**src/rtl/motor_ctrl_pkg.sv**
```systemverilog
// Shared motor-control types and limits used by the velocity setpoint path.
package motor_ctrl_pkg;

  typedef enum logic [1:0] {
    IDLE     = 2'd0,
    RAMP     = 2'd1,
    HOLD     = 2'd2,
    STOPPING = 2'd3
  } ramp_state_t;

  // The velocity range is kept symmetric so that negating a value never overflows.
  localparam logic signed [15:0] VEL_MAX = 16'sd32767;
  localparam logic signed [15:0] VEL_MIN = -16'sd32767;

  // Fold the one asymmetric code (-32768) onto the symmetric range.
  function automatic logic signed [15:0] clamp_velocity(input logic signed [15:0] v);
    return (v == 16'sh8000) ? VEL_MIN : v;
  endfunction

endpackage

```
**src/rtl/ramp_tick_divider.sv**
```systemverilog
// Free-running divider: one-cycle tick every TICK_DIVIDER clocks.
module ramp_tick_divider #(
  parameter int TICK_DIVIDER = 5000
) (
  input  logic clk,
  input  logic reset,
  output logic tick_o
);

  localparam int CNT_W = (TICK_DIVIDER > 2) ? $clog2(TICK_DIVIDER) : 1;
  localparam logic [CNT_W-1:0] CNT_LAST = CNT_W'(TICK_DIVIDER - 1);

  logic [CNT_W-1:0] cnt_q;
  logic [CNT_W-1:0] cnt_d;

  // Tick while the counter sits on its last value; it wraps on that same edge.
  always_comb begin
    tick_o = (cnt_q == CNT_LAST);
    cnt_d  = tick_o ? '0 : cnt_q + 1'b1;
  end

  // Counter register, cleared only by reset and otherwise independent of any state.
  always_ff @(posedge clk) begin
    if (reset) begin
      cnt_q <= '0;
    end else begin
      cnt_q <= cnt_d;
    end
  end

endmodule

```
**src/rtl/velocity_ramp_generator.sv**
```systemverilog
// Acceleration-limited setpoint ramp feeding the BLDC velocity controller.
// Commands retarget the ramp; disable ramps to zero; estop zeroes at once.
module velocity_ramp_generator
  import motor_ctrl_pkg::*;
#(
  parameter int TICK_DIVIDER = 5000,
  parameter int ACCEL_WIDTH  = 12
) (
  input  logic                    clk,
  input  logic                    reset,
  input  logic                    enable,
  input  logic                    estop,
  input  logic signed [15:0]      cmd_velocity,
  input  logic [ACCEL_WIDTH-1:0]  accel_step,
  input  logic                    cmd_valid,
  output logic                    cmd_ready,
  output logic signed [15:0]      desired_velocity,
  output logic                    at_target,
  output logic                    ramp_tick
);

  ramp_state_t              state_q, state_d;
  logic signed [15:0]       target_q, target_d;
  logic [ACCEL_WIDTH-1:0]   step_q, step_d;
  logic signed [15:0]       vel_q, vel_d;
  logic                     at_target_q, at_target_d;

  logic signed [31:0]       diff_w;
  logic signed [31:0]       abs_diff_w;
  logic signed [31:0]       step_w;
  logic signed [15:0]       vel_stepped;
  logic                     step_reaches;
  logic                     cmd_accept;
  logic signed [15:0]       cmd_clamped;
  logic [ACCEL_WIDTH-1:0]   cmd_step;

  ramp_tick_divider #(
    .TICK_DIVIDER (TICK_DIVIDER)
  ) u_tick (
    .clk    (clk),
    .reset  (reset),
    .tick_o (ramp_tick)
  );

  assign cmd_ready        = enable && !estop && (state_q != STOPPING);
  assign cmd_accept       = cmd_valid && cmd_ready;
  assign cmd_clamped      = clamp_velocity(cmd_velocity);
  assign cmd_step         = (accel_step == '0) ? ACCEL_WIDTH'(1) : accel_step;
  assign desired_velocity = vel_q;
  assign at_target        = at_target_q;

  // One ramp step toward the target; wide arithmetic so the difference cannot wrap.
  always_comb begin
    diff_w       = 32'(target_q) - 32'(vel_q);
    abs_diff_w   = (diff_w < 0) ? -diff_w : diff_w;
    step_w       = signed'(32'(step_q));
    step_reaches = (abs_diff_w <= step_w);
    if (step_reaches) begin
      vel_stepped = target_q;
    end else if (diff_w > 0) begin
      vel_stepped = 16'(32'(vel_q) + step_w);
    end else begin
      vel_stepped = 16'(32'(vel_q) - step_w);
    end
  end

  // Next-state logic in priority order: estop, disable, then step and command.
  always_comb begin
    state_d  = state_q;
    target_d = target_q;
    step_d   = step_q;
    vel_d    = vel_q;

    if (estop) begin
      state_d  = IDLE;
      target_d = '0;
      vel_d    = '0;
    end else if (!enable && (state_q == RAMP || state_q == HOLD)) begin
      // Ramp down with whatever step was last latched.
      target_d = '0;
      state_d  = (vel_q == 16'sd0) ? IDLE : STOPPING;
    end else begin
      // A tick coinciding with acceptance still steps toward the old target.
      if (ramp_tick && (state_q == RAMP || state_q == STOPPING)) begin
        vel_d = vel_stepped;
        if (step_reaches) begin
          state_d = (state_q == RAMP) ? HOLD : IDLE;
        end
      end
      if (cmd_accept) begin
        target_d = cmd_clamped;
        step_d   = cmd_step;
        state_d  = (cmd_clamped == vel_d) ? HOLD : RAMP;
      end
    end

    at_target_d = (vel_d == target_d);
  end

  // State and datapath registers.
  always_ff @(posedge clk) begin
    if (reset) begin
      state_q     <= IDLE;
      target_q    <= '0;
      step_q      <= ACCEL_WIDTH'(1);
      vel_q       <= '0;
      at_target_q <= 1'b1;
    end else begin
      state_q     <= state_d;
      target_q    <= target_d;
      step_q      <= step_d;
      vel_q       <= vel_d;
      at_target_q <= at_target_d;
    end
  end

endmodule
```
**config.mk**
```make
export PLATFORM = sky130hd
export DESIGN_NAME = velocity_ramp_generator
export DESIGN_NICKNAME = d
export VERILOG_FILES = /design/src/rtl/motor_ctrl_pkg.sv /design/src/rtl/ramp_tick_divider.sv /design/src/rtl/velocity_ramp_generator.sv
export SDC_FILE = /design/constraint.sdc
export NUM_CORES = 1
export LEC_CHECK = 0
export BUFFER_PORTS_ARGS = -buffer_cell sky130_fd_sc_hd__buf_2
export CAP_MARGIN = 20
export CORE_UTILIZATION = 40
export CTS_CLUSTER_SIZE = 24
export DETAILED_ROUTE_END_ITERATION = 10
export GPL_TIMING_DRIVEN = 0
export PLACE_DENSITY = 0.63
export RECOVER_POWER = 50
export SLEW_MARGIN = 30
export SYNTH_ARGS = -nofsm -noshare
export SYNTH_HDL_FRONTEND = slang
export SYNTH_SLANG_ARGS = --single-unit
```
**constraint.sdc**
```tcl
create_clock -name clk -period 15.5 [get_ports clk]
set_clock_uncertainty 0.1 [all_clocks]
set_input_delay 1.55 -clock clk [delete_from_list [all_inputs] [get_ports clk]]
set_output_delay 1.55 -clock clk [all_outputs]
set_load 0.02 [all_outputs]
```
==> results of run 1 <==
[worst max-delay path, delay by kind of cell (launching register included)]
kind,cells,cell delay (ns)
AO/OA/AOI/OAI,14,4.37
AND/OR/NAND/NOR,5,1.53
buffers and inverters,4,0.95
XOR/XNOR,2,0.39
adder cells (fa/ha/maj),2,0.59
flip-flops,1,0.48
[layer usage]
layer  vias up  wire length, um  track usage (%)
met3        89             2100             4.26
met2       393            10400             44.4
li1       3370                -                -
met4         0             1250             16.9
met1      3278            10400             39.1
met5         -                0                0
[final timing paths]
| path | start | to | depth (start not counted) |
|---|---|---|---|
| max | desired_velocity[1]$_SDFF_PP0_ | state_q[0]$_SDFFE_PP0P_ | 27 |
| min | u_tick.cnt_q[0]$_SDFF_PP0_ | u_tick.cnt_q[0]$_SDFF_PP0_ | 1 |
| max reg2reg | desired_velocity[1]$_SDFF_PP0_ | state_q[0]$_SDFFE_PP0P_ | 27 |
| min reg2reg | u_tick.cnt_q[0]$_SDFF_PP0_ | u_tick.cnt_q[0]$_SDFF_PP0_ | 1 |
[Yosys cell counts (8+ instances only)]
library cell  number  area share, %
o22ai_1            9           0.85
xnor2_1           41            5.4
and3_1            13            1.2
nand2_1           77            4.4
or2_2              8           0.76
nor2b_1           13            1.2
a21o_1            16            1.8
o31ai_1            8           0.91
nand3_1           28            2.1
nor2_1           100            5.7
xor2_1            34            4.5
nand2b_1          14            1.3
ha_1              48            9.1
clkbuf_1          34            1.9
a21oi_1           76            5.8
inv_1             52            3.0
a211oi_1          12            1.4
dfxtp_1           60             18
mux2i_1           23            3.5
nor3_1            24            1.8
nor4_1            16            1.5
o21ai_0           35            2.7
[cell type report]
| class | instances | area, sq um |
|---|---|---|
| fillers | 1689 | 8650 |
| multi-input cells | 737 | 4990 |
| flip-flops and latches | 60 | 1200 |
| well taps | 216 | 270 |
| clock buffers | 9 | 225 |
| plain buffers | 47 | 205 |
| inverters | 52 | 195 |
| repair buffers | 42 | 188 |
| clock inverters | 7 | 76.3 |
| diodes | 1 | 2.50 |
[cells by family after synthesis]
kind of cell | count (synthesis) | synth area share [%]
and+or+nand+nor | 323 | 23.8
xor gates and xnor gates | 75 | 9.97
adders and majority gates | 50 | 9.72
buffers and inverters | 99 | 6.08
muxes | 31 | 4.86
DFF | 60 | 18.2
AOI/OAI and AO/OA | 258 | 27.3
[flip-flops by register name, indices dropped and copies added, names as in the netlist]
signal	count
target_q	16
u_tick.cnt_q	13
state_q	2
at_target	1
step_q	12
desired_velocity	16
[where the power goes]
group          total (W)  switching (W)  internal, W
Sequential      0.000160     0.00000302     0.000157
Clock           0.000212      0.0000867     0.000125
Combinational   0.000264       0.000161     0.000102
Total           0.000636       0.000251     0.000385
[stage by stage]
stage	area, sq um	hold WS (ns)	utilization, %	setup slack, ns	total power, W
after global routing	7350	0.374	45.9	6.29	0.000661
after global placement	7070	0.340	44.2	7.27	0.000418
after CTS	7370	0.366	46.1	7.09	0.000630
final	7350	0.363	45.9	6.98	0.000636
after detailed placement	7070	0.356	44.2	7.15	0.000418
after floorplan	6590	0.330	-	9.12	0.000351
==> results.sh, run 1 <==
export IMPL_ys_seq_area_share_pct=18.2
export IMPL_die_area_sq_um=17000
export IMPL_layout_drive_gt1_share_pct=8.18
export IMPL_yosysWarnings=0
export IMPL_async_flop_share_pct=0
export IMPL_rows=46
export IMPL_final_common_cell="nor2_1"
export IMPL_core_area_sq_um=16000
export IMPL_hold_buffers=0
export IMPL_antenna_left=0
export IMPL_min_path_type="reg -> reg"
export IMPL_port_buffers=42
export IMPL_synth_main_ff_cell="dfxtp_1"
export IMPL_cts_htree_levels=3
export IMPL_clk_pin_slew_ns=0.06
export IMPL_syn_avg_cell_area_sq_um=7.35
export IMPL_max_clock_freq_mhz=117
export IMPL_crit_slowest_cell="nor3_1"
export IMPL_drtIter0Drc=750
export IMPL_period_share_pct=55.0
export IMPL_synth_edf_count=0
export IMPL_grt_usage_pct=29.1
export IMPL_cpMostUsedCell="o21ai_0"
export IMPL_antenna_found_initial=0
export IMPL_grt_pass1_wl_mm=36.7
export IMPL_setup_violations=0
export IMPL_ir_worst_vdd_mv=0.0466
export IMPL_nets=1032
export IMPL_worst_path_max_fanout=10
export IMPL_rsz0062_at_grt="false"
export IMPL_ctsLongestPathBuffers=2
export IMPL_dieHeight_um=130
export IMPL_p_leak_nw=2.92
export IMPL_critPathArrivalTime_ns=8.64
export IMPL_wl_per_cell_um=20.6
export IMPL_ios=52
export IMPL_final_cell_mix="100 x nor2_1, 77 x nand2_1, 76 x a21oi_1, 60 x dfxtp_1"
export IMPL_finalHoldViolations=0
export IMPL_post_cts_setup_buffers=0
export IMPL_power_density_nw_per_um2=86.5
export IMPL_worstMarginPinSlew_ns=0.875
export IMPL_drt_pass1_iter_count=5
export IMPL_die_w_um=130
export IMPL_overflow=0
export IMPL_cts_buffers=9
export IMPL_synth_fp_nets=979
export IMPL_outcome="completed"
export IMPL_max_cap_violations=0
export IMPL_viasPerCell=6.09
export IMPL_cts_root_buffer="clkbuf_16"
export IMPL_netlist_area_sq_um=6590
export IMPL_crit_path_max_incr_delay_ns=0.62
export IMPL_drc=0
export IMPL_area_delta_synth_final_pct=11.6
export IMPL_startpoint_type="flop"
export IMPL_slew_headroom_pct=40.1
export IMPL_grt_max_degree=13
export IMPL_yosys_register_bits=60
export IMPL_clock_sinks=60
export IMPL_hpwlAfterDp_mm=18.8
export IMPL_fin_setup_tns_ns=0
export IMPL_drt_total_wl_mm=24.2
export IMPL_final_instance_count_excl_fill=1171
export IMPL_tritoncts="done"
export IMPL_syn_inst=896
export IMPL_gp_congestion=1.00
export IMPL_setup_worst_path_end_class="flop"
export IMPL_ctsResizeCount=0
export IMPL_routed_via_count=7130
export IMPL_ys_types=80
export IMPL_clock_latency_ns=0.35
export IMPL_required_ns=15.62
export IMPL_first_global_vias=6442
export IMPL_critical_path_class="reg -> reg"
export IMPL_place_inst=1154
export IMPL_ff2ff_setup_slack_ns=6.98
export IMPL_slew_viol_final=0
export IMPL_timing_final_crit_period_ns=8.52
export IMPL_initial_core_util_pct=41.2
Power figures use the tool's default switching activity.
==> run 2: changes to the inputs <==
--- a/config.mk
+++ b/config.mk
@@ -11,7 +11,7 @@
 export CTS_CLUSTER_SIZE = 24
 export DETAILED_ROUTE_END_ITERATION = 10
 export GPL_TIMING_DRIVEN = 0
-export PLACE_DENSITY = 0.63
+export PLACE_DENSITY = 0.65
 export RECOVER_POWER = 50
 export SLEW_MARGIN = 30
 export SYNTH_ARGS = -nofsm -noshare
==> constraint.sdc (replaced) <==
create_clock -name clk -period 7.29 [get_ports clk]
set_clock_uncertainty 0.1 [all_clocks]
set_input_delay 0.729 -clock clk [delete_from_list [all_inputs] [get_ports clk]]
set_output_delay 0.729 -clock clk [all_outputs]
set_load 0.02 [all_outputs]
==> run 2 against run 1 <==
Effect of this change: routed wire length up 3.2%; combinational power up 120%; utilization up 0.95 points; die area unchanged; flip-flop and latch count unchanged; global-route usage up 0.52 points; critical path depth unchanged; clock power up 110%; final cell count about the same; non-clock buffer count up 1; critical endpoint unchanged; largest cell class unchanged.
==> results.sh, run 2 (same netlist as run 1, synthesis figures left out) <==
export IMPL_worstMarginPinSlew_ns=1.02
export IMPL_drtIter0Drc=729
export IMPL_core_area_sq_um=16000
export IMPL_ios=52
export IMPL_die_area_sq_um=17000
export IMPL_slew_headroom_pct=31.7
export IMPL_dieHeight_um=130
export IMPL_drt_total_wl_mm=25.0
export IMPL_wl_per_cell_um=21.3
export IMPL_overflow=0
export IMPL_layout_drive_gt1_share_pct=12.3
export IMPL_hpwlAfterDp_mm=19.2
export IMPL_required_ns=7.42
export IMPL_num_fill_cells=1711
export IMPL_rows=46
export IMPL_pwr_share_clk_pct=32.5
export IMPL_drc=0
export IMPL_power_density_nw_per_um2=182
export IMPL_power_switching_share_pct=39.5
export IMPL_fin_setup_tns_ns=0
export IMPL_grt_usage_pct=29.6
export IMPL_p_int_w=0.000825
export IMPL_clk_pin_slew_ns=0.06
export IMPL_max_cap_violations=0
export IMPL_place_ws_ns=-0.999
export IMPL_setup_worst_path_end_class="flop"
export IMPL_setup_violations=0
export IMPL_area_delta_synth_final_pct=13.9
export IMPL_cts_htree_levels=3
export IMPL_wl_met2_mm=10.8
export IMPL_crit_slowest_cell="o41ai_2"
export IMPL_routed_via_count=7161
export IMPL_cts_buffers=9
export IMPL_cpLargestDelayFamily="compound AO/OA/AOI/OAI gates"
export IMPL_postLayoutCellArea_sq_um=7500
export IMPL_critical_path_class="reg -> reg"
export IMPL_finalHoldViolations=0
export IMPL_wl_met3_mm=2.01
export IMPL_p_seq_share_pct=24.9
export IMPL_slew_viol_final=0
export IMPL_p_leak_nw=3.02
export IMPL_min_path_type="reg -> reg"
export IMPL_antenna_found_initial=0
export IMPL_period_share_pct=96.0
export IMPL_nets=1033
export IMPL_switchingPower_w=0.000539
export IMPL_timing_final_crit_period_ns=7.00
export IMPL_p_comb_share_pct=42.6
export IMPL_whs_ns=0.359
export IMPL_final_cell_mix="100 x nor2_1, 77 x nand2_1, 74 x a21oi_1, 52 x inv_1, 49 x dfxtp_1"
export IMPL_multiInputGateArea_sq_um=5090
export IMPL_first_global_vias=6380
export IMPL_initial_core_util_pct=41.2
export IMPL_outcome="completed"
export IMPL_die_w_um=130
export IMPL_antenna_left=0
export IMPL_critPathArrivalTime_ns=7.12
export IMPL_grt_pass1_wl_mm=36.9
export IMPL_startpoint_type="flop"
export IMPL_top_layer="met4"
export IMPL_layout_area_seq_sq_um=1220
export IMPL_ctsLongestPathBuffers=2
export IMPL_tritoncts="done"
export IMPL_gp_congestion=1.01
export IMPL_cts_root_buffer="clkbuf_16"
export IMPL_grt_max_degree=13
export IMPL_hold_buffers=0
export IMPL_worst_path_max_fanout=10
export IMPL_ir_worst_vdd_mv=0.125
export IMPL_clock_sinks=60
export IMPL_cp_num_buf_inv=3
export IMPL_viasPerCell=6.11
export IMPL_met1_length_mm=10.8
export IMPL_drt_pass1_iter_count=5
export IMPL_port_buffers=42
export IMPL_layout_setup_ws_ns=0.295
export IMPL_crit_path_max_incr_delay_ns=0.44
export IMPL_final_common_cell="nor2_1"
export IMPL_placed_area_sq_um=7070
export IMPL_clock_latency_ns=0.35
export IMPL_max_clock_freq_mhz=143
[run 2: cell count changes in the layout (fill, tap and decap cells not counted), sizes merged]
| cell | delta |
|---|---|
| clkinvlp | -2 |
| clkbuf | -10 |
| clkinv | +2 |
| buf | +11 |
[run 2: per-layer routing]
metal / up-vias / GRT usage [%]
met3: 92 / 5.04
met5: - / 0
li1: 3375 / -
met4: 0 / 16.2
met2: 356 / 44.7
met1: 3338 / 40.1
[run 2: layout make-up]
class                      count  share of cell area (%)
antenna                        1                  0.0334
multi-input combinational    737                    67.9
inverter                      52                    2.60
sequential                    60                    16.2
buffer                        46                    2.79
timing repair buffer          44                    2.85
tap                          216                    3.60
clock buffer                   9                    3.00
clock inverter                 7                    1.00
[run 2: power groups by stage]
| stage | sequential [W] | combinational [W] | clock, W |
|---|---|---|---|
| final | 0.000340 | 0.000581 | 0.000443 |
| after global routing | 0.000340 | 0.000617 | 0.000461 |
| after CTS | 0.000340 | 0.000556 | 0.000447 |
| after detailed placement | 0.000347 | 0.000546 | 0 |
| after global placement | 0.000347 | 0.000545 | 0 |
| after floorplan | 0.000346 | 0.000401 | 0 |
[run 2: worst paths after layout]
path	slack, ns	start	endpoint	depth (start not counted)
worst max register to register	0.29	target_q[0]$_SDFF_PP0_	state_q[0]$_SDFFE_PP0P_	27
worst min register to register	0.36	u_tick.cnt_q[0]$_SDFF_PP0_	u_tick.cnt_q[0]$_SDFF_PP0_	1
worst max-delay path	0.29	target_q[0]$_SDFF_PP0_	state_q[0]$_SDFFE_PP0P_	27
worst min-delay path	0.36	u_tick.cnt_q[0]$_SDFF_PP0_	u_tick.cnt_q[0]$_SDFF_PP0_	1
[run 2: timing repair]
action	in CTS	in global routing
buffers inserted	2	0
pin swaps	1	2
endpoints found under the setup margin	4	4
gates resized for setup	13	32
[run 2: through the flow]
step	power [W]	utilization, %	std cells
2_1_floorplan	0.000747	-	896
3_3_place_gp	0.000892	44.2	1154
3_5_place_dp	0.000893	44.2	1154
4_1_cts	0.00134	46.4	1172
5_1_grt	0.00142	46.9	1171
6_report	0.00136	46.9	1172
==> run 3: changes to the inputs <==
--- a/config.mk
+++ b/config.mk
@@ -13,6 +13,7 @@
 export GPL_TIMING_DRIVEN = 0
 export PLACE_DENSITY = 0.65
 export RECOVER_POWER = 50
+export REMOVE_ABC_BUFFERS = 1
 export SLEW_MARGIN = 30
 export SYNTH_ARGS = -nofsm -noshare
 export SYNTH_HDL_FRONTEND = slang
==> run 3 against run 2 <==
Effect of this change: the flow now finishes with violations (capacitance limit, slew limit); cell area shrank 1.7%; clock-buffer cell count up 2; register-to-register slack improved by 0.05 ns; via count down 4.4%; sequential power hardly changed; worst hold slack about the same; global-route usage decreased by 3.7 points; total power shrank 5.6%; combinational power shrank 3.8%; critical endpoint unchanged.
==> results.sh, run 3 (same netlist as run 1, synthesis figures left out) <==
export IMPL_ir_worst_vdd_mv=0.142
export IMPL_final_cell_mix="98 x nor2_1, 76 x nand2_1, 75 x a21oi_1, 54 x dfxtp_1, 52 x inv_1"
export IMPL_power_density_nw_per_um2=175
export IMPL_diodes=0
export IMPL_hold_buffers=0
export IMPL_startpoint_type="flop"
export IMPL_switchingPower_w=0.000487
export IMPL_grt_pass1_wl_mm=33.7
export IMPL_layout_drive_gt1_share_pct=12.4
export IMPL_grt_usage_pct=26.0
export IMPL_antenna_left=0
export IMPL_timing_final_crit_period_ns=6.94
export IMPL_violations="capacitance limit, slew limit"
export IMPL_finalHoldViolations=0
export IMPL_layout_area_seq_sq_um=1210
export IMPL_grt_max_degree=28
export IMPL_clock_sinks=60
export IMPL_p_int_w=0.000801
export IMPL_critical_path_class="reg -> reg"
export IMPL_antenna_found_initial=0
export IMPL_num_fill_cells=1679
export IMPL_cts_buffers=9
export IMPL_clock_latency_ns=0.33
export IMPL_die_area_sq_um=17000
export IMPL_crit_path_max_incr_delay_ns=0.54
export IMPL_power_switching_share_pct=37.8
export IMPL_cts_htree_levels=3
export IMPL_critPathArrivalTime_ns=7.07
export IMPL_utilization_pct=46.1
export IMPL_drtIter0Drc=665
export IMPL_final_common_cell="nor2_1"
export IMPL_viasPerCell=5.99
export IMPL_drt_total_wl_mm=21.3
export IMPL_cts_root_buffer="clkbuf_16"
export IMPL_hpwlAfterDp_mm=16.3
export IMPL_slew_viol_final=28
export IMPL_initial_core_util_pct=41.2
export IMPL_port_buffers=51
export IMPL_max_cap_violations=1
export IMPL_rsz0062_at_grt="false"
export IMPL_period_share_pct=95.2
export IMPL_p_seq_share_pct=26.4
export IMPL_drc=0
export IMPL_worstMarginPinSlew_ns=1.72
export IMPL_setup_worst_path_end_class="flop"
export IMPL_die_w_um=130
export IMPL_worst_path_max_fanout=11
export IMPL_clk_pin_slew_ns=0.05
export IMPL_routed_via_count=6846
export IMPL_ctsLongestPathBuffers=2
export IMPL_dieHeight_um=130
export IMPL_wl_per_cell_um=18.6
export IMPL_multiInputGateArea_sq_um=5080
export IMPL_nets=1005
export IMPL_required_ns=7.41
export IMPL_whs_ns=0.359
export IMPL_area_delta_synth_final_pct=12.0
export IMPL_slew_headroom_pct=-14.8
export IMPL_min_path_type="reg -> reg"
export IMPL_first_global_vias=6271
export IMPL_rows=46
export IMPL_gp_congestion=0.987
export IMPL_outcome="finished with violations"
export IMPL_ios=52
export IMPL_crit_slowest_cell="dfxtp_1"
export IMPL_max_clock_freq_mhz=144
export IMPL_p_comb_share_pct=43.4
export IMPL_tritoncts="done"
export IMPL_core_area_sq_um=16000
export IMPL_ff2ff_setup_slack_ns=0.35
export IMPL_setup_violations=0
export IMPL_pwr_share_clk_pct=30.2
export IMPL_overflow=0
export IMPL_drt_pass1_iter_count=6
export IMPL_p_leak_nw=2.99
-- run 3: changes by cell type in the layout (fill, tap and decap cells not counted), moves of 4 or more --
cell | previous run | this run
buf_1 | 4 | 0
dfxtp_1 | 49 | 54
dfxtp_2 | 10 | 6
clkbuf_1 | 38 | 11
buf_4 | 4 | 9
-- run 3: metrics by stage --
stage	instance area, sq um	total power [W]	setup slack [ns]	TNS, ns	instances
floorplan	6380	0.000728	0.510	0	849
global placement	6910	0.000855	-1.28	-6.42	1116
detailed placement	6990	0.000868	-0.561	-1.30	1121
CTS	7290	0.00127	0.0595	0	1137
global route	7380	0.00135	0.00216	0	1143
finish	7380	0.00129	0.347	0	1143
-- run 3: worst max-delay path: cells and delay by family (launching register included) --
kind,cells,cell delay [ns]
adder cells (fa/ha/maj),2,0.73
multiplexers,1,0.34
AO/OA/AOI/OAI,12,3.00
buffers and inverters,4,0.79
XOR/XNOR,1,0.14
AND/OR/NAND/NOR,6,1.16
flip-flops,1,0.54
-- run 3: power by group through the flow --
stage | Sequential, W | Combinational, W | Clock [W]
after detailed placement | 0.000347 | 0.000521 | 0
after global routing | 0.000341 | 0.000603 | 0.000409
after global placement | 0.000347 | 0.000509 | 0
final | 0.000340 | 0.000559 | 0.000389
after CTS | 0.000340 | 0.000529 | 0.000398
after floorplan | 0.000346 | 0.000382 | 0
-- run 3: what timing repair did --
item / 4_1_cts / 5_1_grt
buffers inserted: 0 / 6
pin swaps: 0 / 5
gates cloned: 0 / 0
resized for setup: 9 / 15
endpoints found under the setup margin: 4 / 3
-- run 3: cell type report --
type	instances	area share [%]
multi-input cells	737	68.9
clock inverters	5	0.373
well taps	216	3.66
flip-flops and latches	60	16.4
repair buffers	62	4.73
clock buffers	11	3.29
inverters	52	2.65
-- run 3: final timing paths --
check | start | end | cells past startpoint
max | desired_velocity[12]$_SDFF_PP0_ | state_q[0]$_SDFFE_PP0P_ | 26
min | step_q[1]$_SDFFE_PP0P_ | step_q[1]$_SDFFE_PP0P_ | 2
max reg2reg | desired_velocity[12]$_SDFF_PP0_ | state_q[0]$_SDFFE_PP0P_ | 26
min reg2reg | step_q[1]$_SDFFE_PP0P_ | step_q[1]$_SDFFE_PP0P_ | 2
-- run 3: per-layer routing --
layer | GRT usage [%] | up-vias | wire, um
li1 | - | 3317 | -
met1 | 34.3 | 3152 | 9140
met2 | 42.0 | 309 | 9470
met3 | 3.32 | 68 | 1780
met4 | 12.1 | 0 | 917
met5 | 0 | - | 0
